## src/rtl/smoll_bus_pkg.sv

```systemverilog
// smoll_bus_pkg: shared types, constants and alignment check for the LSU bus master.
// No ports; imported by lsu_lane_align and lsu_bus_master.
package smoll_bus_pkg;
    typedef enum logic [1:0] {BYTE = 2'd0, HALF = 2'd1, WORD = 2'd2} lsu_size_e;
    typedef enum logic [1:0] {OK = 2'd0, MISALIGNED = 2'd1, TIMEOUT = 2'd2} lsu_err_e;
    typedef enum logic [1:0] {IDLE, REQ, WAIT, RESP} lsu_state_e;
    localparam logic [3:0] WSTRB_READ = 4'b0000;
    function automatic logic is_misaligned(input logic [1:0] size, input logic [1:0] off);
        return (size == 2'd3) || (size == HALF && off[0]) || (size == WORD && off != 2'b00);
    endfunction
endpackage

```

## src/rtl/lsu_bus_master_if.sv

```systemverilog
// lsu_bus_master_if: valid/ready request, registered-response peripheral bus.
// master drives req_valid/req_addr/req_value/req_wstrb; slave drives req_ready/resp_valid/resp_value.
interface lsu_bus_master_if;
    logic        req_valid;
    logic [31:0] req_addr;
    logic [31:0] req_value;
    logic [3:0]  req_wstrb;
    logic        req_ready;
    logic        resp_valid;
    logic [31:0] resp_value;
    modport master (output req_valid, req_addr, req_value, req_wstrb,
                    input  req_ready, resp_valid, resp_value);
    modport slave  (input  req_valid, req_addr, req_value, req_wstrb,
                    output req_ready, resp_valid, resp_value);
endinterface

```

## src/rtl/lsu_lane_align.sv

```systemverilog
// lsu_lane_align: combinational store strobe/lane replication and load extract/extension.
// st_*: core store offset/size/data in, byte strobes and replicated data out.
// ld_*: latched load offset/size/unsigned and raw bus word in, extended load data out.
module lsu_lane_align
    import smoll_bus_pkg::*;
(
    input  logic [1:0]  st_off_i,
    input  logic [1:0]  st_size_i,
    input  logic [31:0] st_wdata_i,
    output logic [3:0]  st_wstrb_o,
    output logic [31:0] st_value_o,
    input  logic [1:0]  ld_off_i,
    input  logic [1:0]  ld_size_i,
    input  logic        ld_unsigned_i,
    input  logic [31:0] ld_raw_i,
    output logic [31:0] ld_data_o
);
    logic [7:0]  ld_byte;
    logic [15:0] ld_half;
    logic        ld_sign;
    always_comb begin
        st_wstrb_o = st_size_i == BYTE ? 4'b0001 << st_off_i :
                     st_size_i == HALF ? (st_off_i[1] ? 4'b1100 : 4'b0011) :
                     st_size_i == WORD ? 4'b1111 : WSTRB_READ;
        st_value_o = st_size_i == BYTE ? {4{st_wdata_i[7:0]}} :
                     st_size_i == HALF ? {2{st_wdata_i[15:0]}} : st_wdata_i;
        ld_byte    = 8'(ld_raw_i >> {ld_off_i, 3'b000});
        ld_half    = ld_off_i[1] ? ld_raw_i[31:16] : ld_raw_i[15:0];
        ld_sign    = ~ld_unsigned_i & (ld_size_i == BYTE ? ld_byte[7] : ld_half[15]);
        ld_data_o  = ld_size_i == BYTE ? {{24{ld_sign}}, ld_byte} :
                     ld_size_i == HALF ? {{16{ld_sign}}, ld_half} : ld_raw_i;
    end
endmodule

```

## src/rtl/lsu_bus_master.sv

```systemverilog
// lsu_bus_master: turns single core loads/stores into peripheral bus transactions.
// Ports: clk_i, rst_ni (async active-low); core_req_* request in, core_req_ready_o;
// core_resp_valid_o/core_rdata_o/core_err_o completion out; bus (master modport).
// LSU_TIMEOUT_EN: when defined, REQ+WAIT are bounded by TIMEOUT_CYCLES and fault with err=2.
module lsu_bus_master
    import smoll_bus_pkg::*;
#(
    parameter int unsigned TIMEOUT_CYCLES = 16
) (
    input  logic        clk_i,
    input  logic        rst_ni,
    input  logic        core_req_valid_i,
    output logic        core_req_ready_o,
    input  logic [31:0] core_addr_i,
    input  logic [31:0] core_wdata_i,
    input  logic        core_we_i,
    input  logic [1:0]  core_size_i,
    input  logic        core_unsigned_i,
    output logic        core_resp_valid_o,
    output logic [31:0] core_rdata_o,
    output logic [1:0]  core_err_o,
    lsu_bus_master_if.master bus
);
    if (TIMEOUT_CYCLES < 2) begin : g_bad_timeout
        $error("TIMEOUT_CYCLES must be at least 2");
    end

    lsu_state_e  state_q, state_d;
    lsu_err_e    err_q, err_d;
    logic        ready_q, ready_d, resp_valid_q, resp_valid_d;
    logic [31:0] rdata_q, rdata_d;
    logic        bvalid_q, bvalid_d;
    logic [31:0] baddr_q, baddr_d, bvalue_q, bvalue_d;
    logic [3:0]  bwstrb_q, bwstrb_d;
    logic [1:0]  off_q, off_d, size_q, size_d;
    logic        uns_q, uns_d, we_q, we_d;
    logic [3:0]  st_wstrb;
    logic [31:0] st_value, ld_data;
    logic        expired;

    lsu_lane_align u_lane_align (
        .st_off_i      (core_addr_i[1:0]),
        .st_size_i     (core_size_i),
        .st_wdata_i    (core_wdata_i),
        .st_wstrb_o    (st_wstrb),
        .st_value_o    (st_value),
        .ld_off_i      (off_q),
        .ld_size_i     (size_q),
        .ld_unsigned_i (uns_q),
        .ld_raw_i      (bus.resp_value),
        .ld_data_o     (ld_data)
    );

`ifdef LSU_TIMEOUT_EN
    localparam int unsigned CNT_W = $clog2(TIMEOUT_CYCLES);
    logic [CNT_W-1:0] cnt_q, cnt_d;
    // Held at zero outside REQ/WAIT, so it is already cleared on REQ entry.
    always_comb cnt_d = (state_q == REQ || state_q == WAIT) ? cnt_q + CNT_W'(1) : '0;
    assign expired = cnt_q == CNT_W'(TIMEOUT_CYCLES - 1);
    always_ff @(posedge clk_i or negedge rst_ni)
        if (!rst_ni) cnt_q <= '0;
        else         cnt_q <= cnt_d;
`else
    assign expired = 1'b0;
`endif

    always_comb begin
        state_d      = state_q;
        ready_d      = ready_q;
        resp_valid_d = 1'b0;
        rdata_d      = rdata_q;
        err_d        = err_q;
        bvalid_d     = bvalid_q;
        baddr_d      = baddr_q;
        bvalue_d     = bvalue_q;
        bwstrb_d     = bwstrb_q;
        off_d        = off_q;
        size_d       = size_q;
        uns_d        = uns_q;
        we_d         = we_q;
        case (state_q)
            IDLE: if (core_req_valid_i) begin
                off_d   = core_addr_i[1:0];
                size_d  = core_size_i;
                uns_d   = core_unsigned_i;
                we_d    = core_we_i;
                ready_d = 1'b0;
                if (is_misaligned(core_size_i, core_addr_i[1:0])) begin
                    state_d      = RESP;
                    resp_valid_d = 1'b1;
                    err_d        = MISALIGNED;
                end else begin
                    state_d  = REQ;
                    bvalid_d = 1'b1;
                    baddr_d  = {core_addr_i[31:2], 2'b00};
                    bvalue_d = core_we_i ? st_value : '0;
                    bwstrb_d = core_we_i ? st_wstrb : WSTRB_READ;
                end
            end
            REQ: begin
                // Expiry beats acceptance; this abort is the only valid retraction.
                if (expired) begin
                    state_d      = RESP;
                    resp_valid_d = 1'b1;
                    err_d        = TIMEOUT;
                end else if (bus.req_ready) begin
                    state_d = WAIT;
                end
                if (expired || bus.req_ready) begin
                    bvalid_d = 1'b0;
                    baddr_d  = '0;
                    bvalue_d = '0;
                    bwstrb_d = WSTRB_READ;
                end
            end
            WAIT: if (bus.resp_valid) begin
                state_d      = RESP;
                resp_valid_d = 1'b1;
                rdata_d      = we_q ? '0 : ld_data;
            end else if (expired) begin
                state_d      = RESP;
                resp_valid_d = 1'b1;
                err_d        = TIMEOUT;
            end
            default: begin
                state_d = IDLE;
                ready_d = 1'b1;
                rdata_d = '0;
                err_d   = OK;
            end
        endcase
    end

    always_ff @(posedge clk_i or negedge rst_ni)
        if (!rst_ni) begin
            state_q      <= IDLE;
            ready_q      <= 1'b1;
            resp_valid_q <= 1'b0;
            rdata_q      <= '0;
            err_q        <= OK;
            bvalid_q     <= 1'b0;
            baddr_q      <= '0;
            bvalue_q     <= '0;
            bwstrb_q     <= WSTRB_READ;
            off_q        <= '0;
            size_q       <= '0;
            uns_q        <= 1'b0;
            we_q         <= 1'b0;
        end else begin
            state_q      <= state_d;
            ready_q      <= ready_d;
            resp_valid_q <= resp_valid_d;
            rdata_q      <= rdata_d;
            err_q        <= err_d;
            bvalid_q     <= bvalid_d;
            baddr_q      <= baddr_d;
            bvalue_q     <= bvalue_d;
            bwstrb_q     <= bwstrb_d;
            off_q        <= off_d;
            size_q       <= size_d;
            uns_q        <= uns_d;
            we_q         <= we_d;
        end

    assign core_req_ready_o  = ready_q;
    assign core_resp_valid_o = resp_valid_q;
    assign core_rdata_o      = rdata_q;
    assign core_err_o        = err_q;
    assign bus.req_valid     = bvalid_q;
    assign bus.req_addr      = baddr_q;
    assign bus.req_value     = bvalue_q;
    assign bus.req_wstrb     = bwstrb_q;
endmodule

```

## src/flat_wrapper.sv

```systemverilog
// flat-port wrapper written by rule: the top's interface ports become plain ports
module lsu_bus_master_flat import smoll_bus_pkg::*;
#(
    parameter int unsigned TIMEOUT_CYCLES = 16
)
  (clk_i, rst_ni, core_req_valid_i, core_req_ready_o, core_addr_i, core_wdata_i, core_we_i, core_size_i, core_unsigned_i, core_resp_valid_o, core_rdata_o, core_err_o, bus_req_valid, bus_req_addr, bus_req_value, bus_req_wstrb, bus_req_ready, bus_resp_valid, bus_resp_value);
  lsu_bus_master_if bus_i ();
  input  logic clk_i;
  input  logic rst_ni;
  input  logic core_req_valid_i;
  output logic core_req_ready_o;
  input  logic [31:0] core_addr_i;
  input  logic [31:0] core_wdata_i;
  input  logic core_we_i;
  input  logic [1:0] core_size_i;
  input  logic core_unsigned_i;
  output logic core_resp_valid_o;
  output logic [31:0] core_rdata_o;
  output logic [1:0] core_err_o;
  output wire logic [$bits(bus_i.req_valid)-1:0] bus_req_valid;
  output wire logic [$bits(bus_i.req_addr)-1:0] bus_req_addr;
  output wire logic [$bits(bus_i.req_value)-1:0] bus_req_value;
  output wire logic [$bits(bus_i.req_wstrb)-1:0] bus_req_wstrb;
  input wire logic [$bits(bus_i.req_ready)-1:0] bus_req_ready;
  input wire logic [$bits(bus_i.resp_valid)-1:0] bus_resp_valid;
  input wire logic [$bits(bus_i.resp_value)-1:0] bus_resp_value;
  assign bus_req_valid = bus_i.req_valid;
  assign bus_req_addr = bus_i.req_addr;
  assign bus_req_value = bus_i.req_value;
  assign bus_req_wstrb = bus_i.req_wstrb;
  assign bus_i.req_ready = bus_req_ready;
  assign bus_i.resp_valid = bus_resp_valid;
  assign bus_i.resp_value = bus_resp_value;
  lsu_bus_master #(.TIMEOUT_CYCLES(TIMEOUT_CYCLES)) u_core (.clk_i(clk_i), .rst_ni(rst_ni), .core_req_valid_i(core_req_valid_i), .core_req_ready_o(core_req_ready_o), .core_addr_i(core_addr_i), .core_wdata_i(core_wdata_i), .core_we_i(core_we_i), .core_size_i(core_size_i), .core_unsigned_i(core_unsigned_i), .core_resp_valid_o(core_resp_valid_o), .core_rdata_o(core_rdata_o), .core_err_o(core_err_o), .bus(bus_i));
endmodule
```

## config.mk

```make
export PLATFORM = sky130hd
export DESIGN_NAME = lsu_bus_master_flat
export DESIGN_NICKNAME = d
export VERILOG_FILES = /design/src/rtl/smoll_bus_pkg.sv /design/src/rtl/lsu_bus_master_if.sv /design/src/rtl/lsu_lane_align.sv /design/src/rtl/lsu_bus_master.sv /design/src/flat_wrapper.sv
export SDC_FILE = /design/constraint.sdc
export NUM_CORES = 1
export LEC_CHECK = 0
export CAP_MARGIN = 15
export CORE_MARGIN = 4
export CORE_UTILIZATION = 40
export DETAILED_ROUTE_END_ITERATION = 6
export HOLD_SLACK_MARGIN = 0.12
export PLACE_DENSITY = 0.88
export SLEW_MARGIN = 20
export SYNTH_ARGS = -nofsm -noshare
export SYNTH_HDL_FRONTEND = slang
export SYNTH_SLANG_ARGS = --single-unit
```

## constraint.sdc

```tcl
create_clock -name clk_i -period 2.1 [get_ports clk_i]
set_input_delay 0.42 -clock clk_i [delete_from_list [all_inputs] [get_ports clk_i]]
set_output_delay 0.42 -clock clk_i [all_outputs]
set_load 0.1 [all_outputs]
```

# Yosys cells after proc, flatten, opt, wreduce, memory -nomap -nowiden
# Index checks and enable logic that the tools add are counted.
# classes
n_eq_ne	11
shift	2
n_mux	44
n_bitwise	4
n_reduce_logical	17
# ops
operator	n
2-to-1 mux 32 bit	12
one-hot mux 32 bit (2 select lines)	3
2-to-1 mux 4 bit	8
right shift 32 x 5 -> 8 bit	1
2-to-1 mux 16 bit	1
2-to-1 mux 2 bit	6
2-to-1 mux 1 bit	8
inequality test 2 bit (second input constant)	4
one-hot mux 4 bit (2 select lines)	1
== test 2 x 1 -> 1 bit (second input constant)	3
== test 2 bit (second input constant)	3
logical NOT 2 bit	3
one-hot mux 1 bit (2 select lines)	3
one-hot mux 2 bit (3 select lines)	1
AND reduction 2 bit	3
AND reduction 3 bit	2
one-hot mux 2 bit (2 select lines)	1
AND reduction 4 bit	1
nonzero test 2 bit	2
OR reduction 2 bit	2
left shift 1 x 2 -> 4 bit (first input constant)	1
inverter 1 bit	3
logical AND 1 bit	2
logical OR 1 bit	2
2 further kinds	2
# word_totals
ff_bits	113
inputBits	105
out_inout_bits	105
word_cells	91

# Logic depth before layout (Yosys ltp)
# Gate-level depths: netlist of the first run.
# logic_depth
depth_word	8
mapped_depth	9
ltp_nobuf	6

# Modules after synthesis
# A second synthesis of the first run with hierarchy kept.
# hier_totals
hier_cells	626
hier_area_um2	6302.3
# by_module_without_submodules
mod	n_inst	cells_per_inst	area_each_um2	seq_area_each_um2
lsu_bus_master	1	437	4916.0	2753.9
lsu_lane_align	1	189	1386.3	0.0

# Least setup slack after synthesis of the first run
# Ideal clock, no wire load.
# synth_timing
path_type	reg-to-reg
startpoint	register u_core.state_q[0]
endpoint	register u_core.bvalue_q[4] (netlist: u_core.bus.req_value[4])
setup_time_ps	122
t_arrival_ps	1933
t_required_ps	1978
path_slack_ps	45
stages_incl_launch_ff	10
path_buffers	4
period_less_slack_ps	2055
path_cell_list	dfrtp_1 -> inv_1 -> ha_1 -> clkbuf_1 -> o221a_2 -> or3_1 -> buf_2 -> buf_6 -> buf_6 -> a22o_1
# synth_between
elab_chain_len	3
word_cells_on_any_way	8
cone_classes	4 x eq/ne; 1 x mux; 3 x reduce/logical
# synth_lines
element	line_no	source
start, declared	lsu_bus_master.sv:28	lsu_state_e state_q, state_d;
start signal, assigned	lsu_bus_master.sv:150	state_q <= state_d;
== test 2 x 1 -> 1 bit / logical NOT 2 bit (equally long branches)	lsu_bus_master.sv:81	case (state_q)
inequality test 2 bit (no line) / nonzero test 2 bit (equally long branches)	--	
AND reduction 4 bit (no line)	--	
end signal, assigned	lsu_bus_master.sv:157	bvalue_q <= bvalue_d;
end, declared	lsu_bus_master.sv:33	logic [31:0] baddr_q, baddr_d, bvalue_q, bvalue_d;
# Several ways; a longest one is shown, not always the timed one.
# A chain may end at the register's enable or synchronous reset.

# Worst setup path after layout of the first run
# layout_timing
startpoint	input core_addr_i[1]
endpoint	register u_core.baddr_q[9] (netlist: u_core.bus.req_addr[9])
# layout_between
elab_chain_len	5
# layout_lines
element	line_no	source
start, declared	flat_wrapper.sv:12	input logic [31:0] core_addr_i;
nonzero test 2 bit	smoll_bus_pkg.sv:9	return (size == 2'd3) || (size == HALF && off[0]) || (size == WORD && off != 2'b00);
logical AND 1 bit	smoll_bus_pkg.sv:9	
logical OR 1 bit	smoll_bus_pkg.sv:9	
inequality test 2 bit (no line)	--	
AND reduction 4 bit (no line)	--	
end signal, assigned	lsu_bus_master.sv:156	baddr_q <= baddr_d;
end, declared	lsu_bus_master.sv:33	
# No other way between the ends.

==> flow_summary.yaml, run 1 <==
cts:
  clk_pin_slew_ns: 0.06
  postCtsSetupRepairBufs: 0
  clkSinkCount: 110
  cts_tree: "done"
  insertion_delay_ns: 0.35
  cts_inserted_buffers: 9
  h-tree-depth: 3
  clockRootBuffer: "clkbuf_16"
  cts_buffer_depth: 2
drt:
  routed_wl_um: 16900
  ant_nets: 0
  via_per_inst: 5.47
  vias: 4812
  post_drt_wl_per_cell_um: 19.2
  drc_errors: 0
  first_pass_iters: 5
  drt_iter0_markers: 357
synth:
  synth_area_um2: 5480
  synth-seq-cells: 110
  synth_ff_type: "dfrtp_1"
  ys_warn_count: 0
  syn_inst: 471
  synth.avg_cell_area_um2: 11.6
  synth_edf_count: 0
  async_flop_share_pct: 100
  synth.distinct_cells: 43
  seq_area_frac_synth_pct: 50.3
run_status:
  status: "finished clean"
worst_setup_path:
  crit_start: "core_addr_i[1]"
  ff2ff_setup_slack_ns: 0.12
  ff2ff_path_depth: 8
  cp-end-kind: "flop"
  criticalPathCategory: "in2reg"
  path_delay_family: "buffers and inverters"
  worstPathCellList: "clkdlybuf4s50_1, o21a_1, o221a_2, or3_4, buf_12, mux2_2"
  crit_end: "u_core.bus.req_addr[9]"
  critPathBufInv: 2
  cp.arrival_ns: 2.26
  required_ns: 2.33
  r2r-end: "u_core.core_rdata_o[10]"
  crit_slowest_cell: "clkdlybuf4s50_1"
  cp_max_fo: 33
  rr_startpoint: "u_core.state_q[0]"
  startpoint_type: "input pin"
  worst_path_largest_cell_delay_ns: 0.45
  cp_num_cells: 6
final_layout:
  drive_gt1_share_pct: 32.1
  syn2layout_area_growth_pct: 47.5
  multi_input_area_um2: 2540
  ff_latch_area_um2: 2750
  layout.nets: 808
  antenna_cells: 0
  nFillCells: 1095
sta:
  rsz0062_at_grt: "false"
  hold_viol_final: 0
  layout_setup_ws_ns: 0.0721
  maxSlewViolCount: 0
  worst_pin_slew_ns: 0.657
  finalSetupViolCount: 0
  slew_headroom_pct: 56.2
  fmax_ghz: 0.493
  finalClockSkew_ns: 0.00822
  fin_crit_ns: 2.03
  period_share_pct: 96.6
placed_design:
  portBuffers: 206
  pre_cts_ws_ns: -0.427
  gp_congestion: 0.911
  hpwl_um: 13000
floorplanning:
  rows: 42
  die_w_um: 125
  die_y_um: 125
  start_util_pct: 41.0
  io_pins: 210
  dieArea_um2: 15600
  core_area_um2: 13300
grt:
  grt_overflow: 0
  grt_max_degree: 48
  antenna_found_initial: 0
  grt_first_pass_wirelength_um: 26800
  grtUsageTotal_pct: 21.3
  first_global_vias: 4998
job:
  maxCapViolCount: 0
hold_path:
  min_path_type: "reg2reg"
-- tightest hold or removal path: stages, from the launching register on --
cell	delay, ns
dfrtp_1	0.34
nand2_1	0.05
o21ai_0	0.06
-- through the flow --
stage          area [um2]  utilization [%]  TNS (ns)  hold WS, ns  std cells
2_1_floorplan        5490                -         0        0.124        473
3_3_place_gp         7720             57.8    -22.38        0.468        863
3_5_place_dp         7720             57.8    -26.74        0.477        863
4_1_cts              8070             60.4         0        0.494        880
5_1_grt              8080             60.6         0        0.519        880
6_report             8080             60.6         0        0.486        880
-- registers in the layout (all words and copies together), names as in the netlist --
name / flops
u_core.bus.req_addr: 30
u_core.bus.req_valid: 1
u_core.bus.req_value: 32
u_core.bus.req_wstrb: 4
u_core.core_err_o: 1
u_core.core_rdata_o: 32
u_core.core_req_ready_o: 1
u_core.core_resp_valid_o: 1
u_core.off_q: 2
u_core.size_q: 2
u_core.state_q: 2
u_core.uns_q: 1
u_core.we_q: 1
-- synthesized netlist by cell type, types with 3 or more instances --
cell type,n,area (um2)
a211o_1,8,70.1
nor2b_1,34,213
nor2_1,13,48.8
o2bb2ai_1,17,149
nand2_1,34,128
nor3_1,7,35.0
buf_2,5,25.0
a22o_1,23,201
mux2i_1,40,400
ha_1,4,50.1
buf_1,5,18.8
o21ai_0,28,140
inv_1,7,26.3
o21ai_1,7,35.0
a21oi_1,12,60.1
clkbuf_1,19,71.3
nand2b_1,3,18.8
buf_4,3,22.5
dfrtp_1,109,2730
mux4_2,8,180
mux2_2,40,450
a2bb2oi_1,16,140
buf_6,6,67.6
-- area by class of cell --
type / instances / area share [%]
inverter: 7 / 0.325
timing repair buffer: 254 / 27.6
multi-input combinational: 317 / 31.4
sequential: 110 / 34.1
clock buffer: 12 / 3.17
clock inverter: 4 / 0.681
tap: 176 / 2.72
-- layout by cell type, fill, tap and decap left out, types with 2 or more instances in the layout --
| cell type | n |
|---|---|
| buf_4 | 144 |
| o21bai_1 | 2 |
| clkbuf_16 | 9 |
| ha_2 | 2 |
| clkbuf_8 | 2 |
| buf_12 | 5 |
| a2bb2oi_1 | 16 |
| inv_1 | 7 |
| o2bb2ai_1 | 16 |
| ha_1 | 2 |
| o21ai_0 | 28 |
| mux2i_1 | 40 |
| a211o_1 | 8 |
| nand2_1 | 34 |
| nor2b_1 | 34 |
| nor2_1 | 13 |
| mux2_2 | 40 |
| a21oi_1 | 12 |
| dfrtp_1 | 109 |
| clkinv_4 | 2 |
| a22o_1 | 23 |
| o21ai_1 | 6 |
| mux4_2 | 8 |
| conb_1 | 3 |
| clkdlybuf4s50_1 | 103 |
| and3b_1 | 2 |
| o21a_1 | 2 |
| nand2b_1 | 3 |
| nor3_1 | 6 |
-- worst min-delay path by stage --
stage | from | endpoint | cells after the start
after CTS | u_core.core_rdata_o[21] | u_core.core_rdata_o[21] | 2
final | u_core.core_rdata_o[21] | u_core.core_rdata_o[21] | 2
after detailed placement | u_core.bus.req_value[20] | u_core.bus.req_value[20] | 1
after global routing | u_core.core_rdata_o[6] | u_core.core_rdata_o[6] | 1
after floorplan | rst_ni | u_core.bus.req_addr[10] | 0
after global placement | u_core.core_rdata_o[28] | u_core.core_rdata_o[28] | 2
-- kinds of logic (layout without fill, tap and decap cells) --
logic type                 after synthesis  after routing  synth area share [%]
DFF                                    110            110                  50.3
AOI/OAI and AO/OA                      119            119                  15.8
other                                    1              3                0.0684
muxes                                   88             88                  18.8
adders and majority gates                4              4                 0.913
buffers and inverters                   46            277                  4.32
and+or+nand+nor                        103            103                  9.77
-- timing repair --
action / CTS / global route
endpoints found under the setup margin: 55 / 21
hold buffers: 1 / 0
endpoints found under the hold margin: 42 / 0
gates resized for setup: 5 / 4
pin swaps: 0 / 2
-- metal layers --
| metal | vias to the layer above | track usage [%] | wire length, um |
|---|---|---|---|
| li1 | 2158 | - | - |
| met1 | 2393 | 27.1 | 7070 |
| met3 | 30 | 5.25 | 1230 |
| met2 | 231 | 35.2 | 8220 |
| met4 | 0 | 8.42 | 410 |
| met5 | - | 0 | 0 |
Power of run 1 is not shown: default switching activity piles up to over one toggle a cycle in this logic, so the estimate is an artifact.
==> inputs of run 2 (changes only) <==
--- a/config.mk
+++ b/config.mk
@@ -11,6 +11,7 @@
 export DETAILED_ROUTE_END_ITERATION = 6
 export HOLD_SLACK_MARGIN = 0.12
 export PLACE_DENSITY = 0.88
+export SETUP_SLACK_MARGIN = 0.3
 export SLEW_MARGIN = 20
 export SYNTH_ARGS = -nofsm -noshare
 export SYNTH_HDL_FRONTEND = slang
==> flow_summary.yaml, run 2 (synthesized netlist as in run 1, its figures left out) <==
worst_setup_path:
  worst_path_largest_cell_delay_ns: 0.48
  cp-end-kind: "flop"
  crit_slowest_cell: "or3_4"
  criticalPathCategory: "reg2reg"
  cp.arrival_ns: 2.18
  cp_max_fo: 7
  startpoint_type: "flop"
  path_delay_family: "simple AND/OR/NAND/NOR gates"
  worstPathCellList: "inv_4, ha_4, o2bb2ai_2, or3_4, buf_12, clkbuf_16, a22o_1"
  required_ns: 2.34
  critPathBufInv: 3
job:
  maxCapViolCount: 0
cts:
  clockRootBuffer: "clkbuf_16"
  cts_buffer_depth: 2
  clk_pin_slew_ns: 0.07
  cts_tree: "done"
  insertion_delay_ns: 0.35
  h-tree-depth: 3
  cts_inserted_buffers: 9
  clkSinkCount: 110
placed_design:
  hpwl_um: 12700
  portBuffers: 206
  gp_congestion: 0.871
sta:
  finalClockSkew_ns: 0.00728
  maxSlewViolCount: 0
  fin_setup_tns_ns: 0
  finalSetupViolCount: 0
  hold_viol_final: 0
  fmax_ghz: 0.515
  period_share_pct: 92.5
  slew_headroom_pct: 62.9
  fin_crit_ns: 1.94
  worst_pin_slew_ns: 0.556
  rsz0062_at_grt: "true"
drt:
  routed_wl_um: 18100
  drt_iter0_markers: 506
  drc_errors: 0
  via_per_inst: 5.59
  first_pass_iters: 6
  post_drt_wl_per_cell_um: 20.2
  ant_nets: 0
  vias: 4993
hold_path:
  min_path_type: "reg2reg"
grt:
  first_global_vias: 5158
  grt_max_degree: 42
  grt_overflow: 0
  grtUsageTotal_pct: 22.2
  antenna_found_initial: 2
  grt_first_pass_wirelength_um: 27800
floorplanning:
  start_util_pct: 41.0
  rows: 42
  dieArea_um2: 15600
  die_w_um: 125
  core_area_um2: 13300
  die_y_um: 125
  io_pins: 210
final_layout:
  drive_gt1_share_pct: 38.1
  final_cell_mix: "144 x buf_4, 105 x dfrtp_1, 100 x clkdlybuf4s50_1"
  ff_latch_area_um2: 2760
  layout.nets: 820
  syn2layout_area_growth_pct: 56.9
  final_common_cell: "buf_4"
  nFillCells: 992
  multi_input_area_um2: 2770
run_status:
  status: "finished clean"
run 2: metal layers:
| layer | wire [um] | global-route usage, % |
|---|---|---|
| met1 | 6770 | 27.1 |
| met2 | 9060 | 37.4 |
| met3 | 1700 | 7.29 |
| met4 | 520 | 7.08 |
| met5 | 13 | 0 |
run 2: what timing repair did:
action / 4_1_cts / 5_1_grt
pin swaps: 4 / 27
setup endpoints to repair: 92 / 96
hold buffers: 1 / 0
cloned: 5 / 1
endpoints found under the hold margin: 36 / 0
resized for setup: 19 / 38
buffers inserted: 5 / 7
run 2: cell type report:
class                      instances  share of cell area [%]
timing repair buffer             266                    29.0
multi-input combinational        317                    32.3
clock inverter                     6                   0.990
sequential                       110                    32.1
antenna                            1                  0.0291
clock buffer                      10                    2.78
inverter                           7                   0.335
tap                              176                    2.56
run 2: worst paths after layout:
kind / slack (ns) / startpoint / depth (start not counted) / to
worst max register to register: 0.16 / u_core.state_q[0] / 7 / u_core.bus.req_value[3]
worst min-delay path: 0.48 / u_core.core_rdata_o[17] / 2 / u_core.core_rdata_o[17]
max in group asynchronous: 0.83 / rst_ni / 3 / u_core.state_q[0]
min in group asynchronous: 0.59 / rst_ni / 2 / u_core.core_rdata_o[22]
worst min register to register: 0.48 / u_core.core_rdata_o[17] / 2 / u_core.core_rdata_o[17]
worst max-delay path: 0.16 / u_core.state_q[0] / 7 / u_core.bus.req_value[3]
run 2: worst min-delay path, stage by stage, from the launching register on:
cell and delay, ns:
dfrtp_1 0.34, nand2_1 0.05, o21ai_0 0.06
run 2: stage by stage:
stage,std cells,setup WS [ns],area [um2],util [%],hold WS (ns)
2_1_floorplan,473,0.184,5630,-,0.124
3_3_place_gp,857,-0.402,7810,58.5,0.428
3_5_place_dp,857,-0.430,7810,58.5,0.432
4_1_cts,884,0.162,8380,62.8,0.487
5_1_grt,893,0.131,8600,64.4,0.501
6_report,893,0.157,8600,64.4,0.483
Power of run 2 is left out for the same reason.
